## config.mk

```make
export PLATFORM = sky130hd
export DESIGN_NAME = fifo_burst_reader
export DESIGN_NICKNAME = d
export VERILOG_FILES = /design/src/rtl/fifo_pkg.sv /design/src/rtl/stream_reg.sv /design/src/rtl/fifo_burst_reader.sv
export SDC_FILE = /design/constraint.sdc
export NUM_CORES = 1
export LEC_CHECK = 0
export ABC_CLOCK_PERIOD_IN_PS = 1900
export CORE_MARGIN = 2
export CORE_UTILIZATION = 39
export CTS_BUF_LIST = sky130_fd_sc_hd__clkbuf_16
export CTS_CLUSTER_DIAMETER = 200
export DETAILED_ROUTE_END_ITERATION = 16
export PLACE_DENSITY = 0.77
export REMOVE_ABC_BUFFERS = 1
export SETUP_SLACK_MARGIN = 0.15
export SLEW_MARGIN = 20
export SYNTH_ARGS = -nofsm -noshare
export SYNTH_HDL_FRONTEND = slang
export SYNTH_HIERARCHICAL = 1
export SYNTH_SLANG_ARGS = --single-unit
export TNS_END_PERCENT = 100
```

## constraint.sdc

```tcl
create_clock -name clk -period 1.9 [get_ports clk]
set_input_delay 0.57 -clock clk [delete_from_list [all_inputs] [get_ports clk]]
set_output_delay 0.57 -clock clk [all_outputs]
set_load 0.05 [all_outputs]
```

## src/rtl/fifo_pkg.sv

```systemverilog
// rtl/fifo_pkg.sv - shared types and default widths for the FIFO pop-side blocks
package fifo_pkg;

  localparam int DEFAULT_WIDTH     = 32;
  localparam int DEFAULT_LEN_WIDTH = 8;

  typedef enum logic [1:0] {
    IDLE  = 2'd0,
    BURST = 2'd1,
    FLUSH = 2'd2
  } burst_state_t;

endpackage

```

## src/rtl/stream_reg.sv

```systemverilog
// rtl/stream_reg.sv - single-entry valid/ready pipeline register with load enable and last sideband
module stream_reg
  import fifo_pkg::*;
#(
  parameter int WIDTH = DEFAULT_WIDTH
) (
  input  logic             clk,
  input  logic             rest,
  input  logic             load,
  input  logic [WIDTH-1:0] load_data,
  input  logic             load_last,
  input  logic             ready,
  output logic             valid,
  output logic [WIDTH-1:0] data,
  output logic             last
);

  // A load wins over a handshake so a pop and a drain can share one cycle.
  always_ff @(posedge clk) begin
    if (rest) begin
      valid <= 1'b0;
      data  <= '0;
      last  <= 1'b0;
    end else if (load) begin
      valid <= 1'b1;
      data  <= load_data;
      last  <= load_last;
    end else if (valid && ready) begin
      valid <= 1'b0;
      last  <= 1'b0;
    end
  end

endmodule

```

## src/rtl/fifo_burst_reader.sv

```systemverilog
// rtl/fifo_burst_reader.sv - drains an N-word burst from a show-ahead FIFO onto a valid/ready stream
module fifo_burst_reader
  import fifo_pkg::*;
#(
  parameter int WIDTH     = DEFAULT_WIDTH,
  parameter int LEN_WIDTH = DEFAULT_LEN_WIDTH
) (
  input  logic                 clk,
  input  logic                 rest,
  input  logic                 cmd_valid,
  output logic                 cmd_ready,
  input  logic [LEN_WIDTH-1:0] cmd_len,
  input  logic                 fifo_empty,
  output logic                 fifo_read,
  input  logic [WIDTH-1:0]     fifo_read_data,
  output logic                 out_valid,
  input  logic                 out_ready,
  output logic [WIDTH-1:0]     out_data,
  output logic                 out_last,
  output logic                 busy,
  output logic                 done
);

  burst_state_t         state;
  logic [LEN_WIDTH-1:0] remain;
  logic                 pop;
  logic                 final_pop;
  logic                 handshake;

  // Pops are suppressed while reset is held so a reset cycle never consumes a FIFO word.
  assign pop       = !rest && (state == BURST) && (remain != '0) && !fifo_empty
                     && (!out_valid || out_ready);
  assign final_pop = pop && (remain == LEN_WIDTH'(1));
  assign handshake = out_valid && out_ready;
  assign fifo_read = pop;

  always_ff @(posedge clk) begin
    if (rest) begin
      state     <= IDLE;
      remain    <= '0;
      cmd_ready <= 1'b1;
      busy      <= 1'b0;
      done      <= 1'b0;
    end else begin
      done <= 1'b0;
      case (state)
        IDLE: begin
          if (cmd_valid) begin
            remain <= cmd_len;
            if (cmd_len == '0) begin
              done <= 1'b1;
            end else begin
              state     <= BURST;
              cmd_ready <= 1'b0;
              busy      <= 1'b1;
            end
          end
        end
        BURST: begin
          if (pop) begin
            remain <= remain - LEN_WIDTH'(1);
          end
          if (final_pop) begin
            state <= FLUSH;
          end
        end
        FLUSH: begin
          if (handshake && out_last) begin
            state     <= IDLE;
            cmd_ready <= 1'b1;
            busy      <= 1'b0;
            done      <= 1'b1;
          end
        end
        default: begin
          state     <= IDLE;
          cmd_ready <= 1'b1;
          busy      <= 1'b0;
        end
      endcase
    end
  end

  stream_reg #(
    .WIDTH(WIDTH)
  ) u_out_reg (
    .clk      (clk),
    .rest     (rest),
    .load     (pop),
    .load_data(fifo_read_data),
    .load_last(final_pop),
    .ready    (out_ready),
    .valid    (out_valid),
    .data     (out_data),
    .last     (out_last)
  );

endmodule

```

Yosys cells after proc, flatten, opt, wreduce, memory -nomap -nowiden
Index checks and enable logic that the tools add are counted.
{"block": "word_totals", "input_bits": 45, "reg_bits": 47, "output_inout_bits": 38, "word_cells": 60}
{"block": "classes", "n_mux": 23, "bitwise": 1, "n_reduce_logical": 19, "eq_ne": 8, "add_sub_neg": 1}
{"op": "$mux 8", "count": 2}
{"op": "$pmux 8 s2", "count": 1}
{"op": "$mux 1", "count": 12}
{"op": "$eq 8x1->1 const B", "count": 1}
{"op": "$logic_not 8->1", "count": 1}
{"op": "$mux 2", "count": 4}
{"op": "$ne 2x2->1 const B", "count": 4}
{"op": "$reduce_and 4->1", "count": 2}
{"op": "$reduce_bool 8->1", "count": 1}
{"op": "$sub 8x1->8 const B", "count": 1}
{"op": "$logic_and 1x1->1", "count": 7}
{"op": "$pmux 1 s3", "count": 2}
{"op": "$pmux 2 s3", "count": 1}
{"op": "$reduce_bool 2->1", "count": 2}
{"op": "$logic_not 1->1", "count": 3}
{"op": "$reduce_and 3->1", "count": 1}
{"op": "$eq 2x1->1 const B", "count": 1}
{"op": "$eq 2x2->1 const B", "count": 1}
{"op": "$logic_not 2->1", "count": 1}
{"op": "$ne 2x1->1 const B", "count": 1}
{"op": "$pmux 1 s2", "count": 1}
{"op": "$logic_or 1x1->1", "count": 1}
{"op": "$not 1->1", "count": 1}

Logic depth before layout (Yosys ltp)
Gate-level depths: netlist of the first run.
{"block": "depth", "ltp_word": 8, "depth_mapped": 8, "mapped_depth_nobuf": 6}

Cells and area by module
Netlist of the first run, hierarchy kept.
{"mod": "stream_reg", "area_each_um2": 1242.4, "seq_area_each_um2": 680.7, "n_inst": 1, "cells_per_inst": 113}
{"mod": "fifo_burst_reader", "area_each_um2": 797.0, "seq_area_each_um2": 260.2, "n_inst": 1, "cells_per_inst": 105}

Worst setup path after synthesis of the first run
Ideal clock, no wire load.
{"block": "synth_timing", "path_type": "reg2reg", "start": "register u_out_reg.valid", "end": "register u_out_reg.data[10]", "arrival_ns": 2.573, "setup_time_ns": 0.128, "required_time_ns": 1.772, "synth_period_minus_slack_ns": 2.700, "setup_slack_ns": -0.800, "stages_incl_launch_ff": 8, "path_buffers": 2, "cell_sequence": "dfxtp_1 > nor2b_1 > or4_4 > nor2_1 > buf_6 > buf_12 > mux2i_1 > nor2_1"}
{"block": "synth_between", "elab_chain_cells": 3}
{"item": "from (decl)", "line": "stream_reg.sv:13", "rtl": "output logic valid,"}
{"item": "from (signal assigned)", "line": "stream_reg.sv:21", "rtl": "valid <= 1'b0;"}
{"item": "from (signal assigned)", "line": "stream_reg.sv:25", "rtl": "valid <= 1'b1;"}
{"item": "from (signal assigned)", "line": "stream_reg.sv:29", "rtl": "valid <= 1'b0;"}
{"item": "$logic_not 1->1", "line": "fifo_burst_reader.sv:32", "rtl": "&& (!out_valid || out_ready);"}
{"item": "$logic_or 1x1->1", "line": "fifo_burst_reader.sv:32"}
{"item": "$logic_and 1x1->1", "line": "fifo_burst_reader.sv:32"}
{"item": "net fifo_read", "line": "fifo_burst_reader.sv:14", "rtl": "output logic fifo_read,"}
{"item": "to (signal assigned)", "line": "stream_reg.sv:26", "rtl": "data <= load_data;"}
{"item": "to (decl)", "line": "stream_reg.sv:14", "rtl": "output logic [WIDTH-1:0] data,"}
The timed path passes the listed nets, and every way through them passes these cells.
A chain may end at the register's enable or synchronous reset.

Worst setup path in the final report of the first run
{"block": "layout_timing", "start": "register u_out_reg.valid", "end": "output port fifo_read"}
{"block": "layout_between", "elab_chain_cells": 3}
{"item": "$logic_not 1->1", "line": "fifo_burst_reader.sv:32"}
{"item": "$logic_or 1x1->1", "line": "fifo_burst_reader.sv:32"}
{"item": "$logic_and 1x1->1", "line": "fifo_burst_reader.sv:32"}
{"item": "to (decl)", "line": "fifo_burst_reader.sv:14"}
No other way between the ends.

==> run metrics, run 1 <==
cell taking the most area after synthesis=dfxtp_1; routability cong.=0.898; failing checks=setup timing; startpoint of the worst hold path=cmd_ready$_SDFFE_PP1P_; largest net degree at the start of global routing=47; Layout Skew=6.10 ps; gr usage total=20.3%; ys flop type=dfxtp_1; power density of the placed cells=807 nW/um2; count of cell types in the netlist=33; CTS clk-pin slew, worst paths=60 ps; PnR worst setup slack=-288 ps; CTS tree=yes; critical path capture point type=primary output; Die Ht=76.3 um; Tcrit/Tclk final=115%; Slew HR=57.8%; ranking of synthesized cells by area=dfxtp_1 (46%), mux2i_1 (16%), nor2_1 (7.5%); Seq cells post-synth=47; grt ovf=0; hold path depth=2; clock sinks=47; die width=76.3 um; TritonCTS Buffers=5; Vias/cell=5.03; max cap viols=0; Syn Area/Cell=9.36 um2; Starting DRT DRC Count=133; Hold Path Class=reg2reg; Area Overhead vs Synth=67.1%; Die ar.=5820 um2; I/O pins=83; CTS Root Cell=clkbuf_16; Final Critical Period=2190 ps; H-tree levels=2; Crit Path Class=reg2out; Worst-Margin Slew=632 ps; TritonRoute pass-1 iters=5; Ys Warns=6; unrepaired setup endpoints after global routing=yes; worst reg2reg setup slack=-220 ps; FP Rows=26; origin of the worst setup path=u_out_reg/valid$_SDFFE_PP0P_; Hold WS=445 ps; required time of the critical path=1330 ps; GR Layer Usage met3=7.94%; share of Yosys cell area claimed by the top area cell type=46.1%; Remaining DRCs=0; Pleak=1.37 nW; fmax=457 MHz; global-route wire length before repair=9470 um; Skew-Pair Late Insertion Delay=290 ps; Buffers on Ports=82; fin cells=395; status=finished, violations left; DRT Wirelength=5910 um; top cells by count, synth=dfxtp_1 (47), nor2_1 (41), mux2i_1 (32); total power draw=2.75 mW; number of synthesized flops with an enable pin=0; asr flop ratio synth=0%; gate count of the mapped netlist=218; dpl cells=378; pins over their slew limit=0; share of cells above drive strength 1=32.6%; Max IR drop VDD=0.000452 V; CTS Buffer Depth=2; vias in the first global route=1994; worst reg2reg path startpoint=u_out_reg/valid$_SDFFE_PP0P_; top-count cell post-synth=dfxtp_1; reg-to-reg endpoint=u_out_reg/data[18]$_SDFFE_PP0P_; Post-Syn Area=2040 um2; Worst R2R Path Depth=10; dpl ws=-664 ps; post-DR wirelength/cell=15.0 um; GR Util met2=33.9%; met1 usage=22.9%; Critical Path Start Type=register; Antenna Cells=0; Final ANT Viol Nets=0; initial core utilization=40.2%; Crit Path Max Fanout=2; post-synthesis sequential area ratio=46.1%; hpwl dp=3740 um; final setup fails=37; busiest layer in global routing=met2; Nets=373; Critical Path AT=1620 ps; Worst Hold End=cmd_ready$_SDFFE_PP1P_; via count=1987; Hold-fix buffers, CTS=0; Core Area=5070 um2; Fin. Hold Viols=0; setup TNS=-5390 ps; initial antenna violation count=0
flip-flops by register name, summed over array words and instances, names as in the netlist:
name / flops
u_out_reg/data: 32
remain: 8
u_out_reg/last: 1
cmd_ready: 1
state: 2
u_out_reg/valid: 1
done: 1
busy: 1
layer usage:
layer  up-vias  routed length, um
met4         0                110
li1        966                  -
met1       917               2350
met5         -                  0
met2        94               2900
met3        10                546
worst max-delay path by stage:
stage	to	slack, ps	cells after the start
global placement	fifo_read	-670	5
detailed placement	fifo_read	-660	5
CTS	fifo_read	-230	4
finish	fifo_read	-290	4
floorplan	fifo_read	-2520	3
global route	fifo_read	-330	4
cells in the final DEF, fill, tap and decap left out, types with 4 or more instances in the layout:
master,instances
a21oi_1,11
a21oi_2,4
buf_12,7
buf_4,51
buf_6,7
clkbuf_16,5
clkdlybuf4s50_1,35
dfxtp_1,46
dlygate4sd2_1,6
inv_1,5
mux2i_1,27
mux2i_2,4
nand2_1,16
nor2_1,39
nor3_1,5
o21ai_0,4
o21ai_2,5
where the power goes:
group          internal [mW]  switching [mW]
Sequential              1.03          0.0326
Combinational          0.336           0.370
Clock                  0.613           0.363
Total                   1.98           0.765
through the flow:
stage	area [um2]	utilization, %
finish	3410	67.1
global route	3410	67.1
CTS	3300	65.1
detailed placement	2910	57.3
global placement	2910	57.3
floorplan	1930	-
kinds of logic after synthesis:
logic type	count (synthesis)	share of synthesized area (%)
compound gates	38	11.9
buf+inv	16	6.20
fa+ha+maj	3	1.84
flops	47	46.1
mux	32	15.7
simple gates	82	18.2
cell type report:
cell class	instances	area (um2)
Fill cell	405	1670
Multi-Input combinational cell	155	1100
Timing Repair Buffer	111	1100
Sequential cell	47	942
Clock buffer	5	125
Tap cell	70	87.6
Clock inverter	2	37.5
Inverter	5	18.8
critical path, stage by stage (launching register included):
cell     delay [ps]
dfxtp_2         320
nor2b_4         120
or4_4           540
nor2_4          190
buf_12          160
timing repair:
item,4_1_cts,5_1_grt
hold endpoints to repair,0,0
gates resized for setup,52,24
cloned,3,0
setup endpoints to repair,48,45
pin swaps,9,9
buffers inserted,5,2
No activity file was read; power rests on OpenSTA's default activity.
==> run 2: changes to the inputs <==
- ABC_CLOCK_PERIOD_IN_PS: 1900 -> 2500
- CORE_UTILIZATION: 39 -> 40
- clock period: 1.9 -> 2.5 ns (I/O delays scaled with it)
==> run 2 against run 1 <==
  * The run now ends clean
  * Final area fell by 8.7%
  * Register-to-register slack improved by 760 ps
  * Cell count fell by 4.3%
  * Setup slack improved by 370 ps
  * Via count fell by 7.6%
  * Sequential power fell by 24%
  * Global-route usage fell by 1.1 points
  * Utilization fell by 2.5 points
  * Non-clock buffer count fell by 16
  * Largest power group unchanged
==> run metrics, run 2 (same netlist as run 1, synthesis figures left out) <==
Critical Path AT=1670 ps (+50 ps); Multi-input gate area=980 um2 (-11%); grt ovf=0 (unchanged); dpl cells=369 (-2.4%); Buffers on Ports=82 (unchanged); power density of the placed cells=612 nW/um2 (-24%); Final Critical Period=2420 ps; most common cell after layout, fill and taps aside=clkdlybuf4s50_1; CTS Buffer Depth=2 (unchanged); Core Area=4820 um2 (-5.1%); via count=1835 (-7.6%); Hold-fix buffers, CTS=0 (unchanged); Die ar.=5690 um2 (-2.4%); Tcrit/Tclk final=96.8%; CTS Root Cell=clkbuf_16; initial core utilization=42.3% (+2.2 points); max cap viols=0 (unchanged); hpwl dp=3620 um (-3.1%); unrepaired setup endpoints after global routing=yes; I/O pins=83 (unchanged); fill cell count=423 (+4.4%); post-DR wirelength/cell=13.3 um (-11%); Worst-Margin Slew=533 ps (-98.7 ps); status=finished clean; clock sinks=47 (unchanged); Starting DRT DRC Count=106 (-20%); fmax=413 MHz; largest net degree at the start of global routing=47 (unchanged); Layout Skew=5.09 ps (-1.01 ps); routability cong.=0.851 (-5.3%); vias in the first global route=1864 (-6.5%); final setup fails=0 (-100%); total power draw=1.91 mW (-31%); worst reg2reg path startpoint=state[1]$_SDFFE_PP0P_; TritonRoute pass-1 iters=4 (-1); fin cells=378 (-4.3%); post-CTS setup buffer count=0 (-5); CTS tree=yes; Worst R2R Path Depth=7 (-3); most frequent cells in the layout=clkdlybuf4s50_1 (78), dfxtp_1 (45), nor2_1 (40), mux2i_1 (32), nand2_1 (16); biggest regs=u_out_reg/data x32, remain x8, state x2; final core utilization=64.6% (-2.5 points); hold path depth=2 (unchanged); die width=75.4 um (-1.2%); Nets=357 (-4.3%); H-tree levels=2 (unchanged); share of cells above drive strength 1=10.0% (-23 points); Slew HR=64.3% (+6.6 points); FF/Latch Area=943 um2 (+0.13%); Pleak=1.15 nW (-16%); Final ANT Viol Nets=0 (unchanged); required time of the critical path=1750 ps (+420 ps); worst reg2reg setup slack=540 ps (+760 ps); Crit Path Max Fanout=2 (unchanged); Remaining DRCs=0 (unchanged); gr usage total=19.1% (-1.1 points); Skew-Pair Late Insertion Delay=290 ps (about the same); Vias/cell=4.85 (-3.5%); startpoint of the worst hold path=cmd_ready$_SDFFE_PP1P_; TritonCTS Buffers=5 (unchanged); Area Overhead vs Synth=52.6%; Critical Path Start Type=input pin; Top reg by flops=u_out_reg/data; Fin. Hold Viols=0 (unchanged); reg-to-reg endpoint=u_out_reg/data[2]$_SDFFE_PP0P_; pins over their slew limit=0 (unchanged); initial antenna violation count=1 (+1); DRT Wirelength=5040 um (-15%); critical path capture point type=primary output; FP Rows=25 (-3.8%); CTS clk-pin slew, worst paths=60 ps (about the same); Die Ht=75.4 um (-1.2%); max FFs per register=32 (unchanged); Max IR drop VDD=0.000393 V (-13%); Hold Path Class=reg2reg; global-route wire length before repair=8140 um (-14%); Worst Hold End=cmd_ready$_SDFFE_PP1P_; Crit Path Class=in2out
## run 2: cell count changes in the layout (fill, tap and decap cells not counted), sizes merged
| cell | change |
|---|---|
| buf | -53 |
| bufinv | -1 |
| clkdlybuf4s50 | +43 |
| diode | +1 |
| dlygate4sd2 | -6 |
| inv | +2 |
## run 2: routing by layer
layer,GRT usage [%],share of wire (%)
met1,21.7,42
met2,27.8,43
met3,13.5,14
met4,7.80,1.0
met5,0,0
## run 2: power breakdown
part	internal (mW)	switching, mW
sequential	0.786	0.0263
combinational	0.201	0.232
clock	0.371	0.289
## run 2: area by class of cell
type                            instances  share of cell area (%)
Antenna cell                            1                  0.0804
Clock buffer                            5                    4.02
Clock inverter                          3                   0.643
Inverter                                5                   0.603
Multi-Input combinational cell        155                    31.5
Sequential cell                        47                    30.3
Tap cell                               67                    2.69
Timing Repair Buffer                   95                    30.2
## run 2: worst max-delay path by stage
stage,from,end,cells past startpoint
finish,fifo_empty,fifo_read,4
floorplan,rest,fifo_read,2
CTS,fifo_empty,fifo_read,4
global route,state[1]$_SDFFE_PP0P_,fifo_read,4
global placement,out_ready,fifo_read,5
detailed placement,out_ready,fifo_read,5
## run 2: worst max-delay path, cell delays in order
cell and delay [ps]:
buf_6 90, or4_4 520, nor2_4 150, buf_12 150
## run 2: through the flow
| stage | hold WS, ps | cell area, um2 | TNS, ps | setup slack (ps) |
|---|---|---|---|---|
| 2_1_floorplan | 438 | 1930 | -69130 | -2200 |
| 3_3_place_gp | 435 | 2960 | -8200 | -373 |
| 3_5_place_dp | 440 | 2960 | -8880 | -375 |
| 4_1_cts | 449 | 3110 | 0 | 77.4 |
| 5_1_grt | 477 | 3110 | 0 | 40.0 |
| 6_report | 444 | 3110 | 0 | 80.6 |
## run 2: repair_timing
| action | CTS | global route |
|---|---|---|
| endpoints found under the setup margin | 41 | 1 |
| pin swaps | 2 | 0 |
| resized for setup | 16 | 0 |
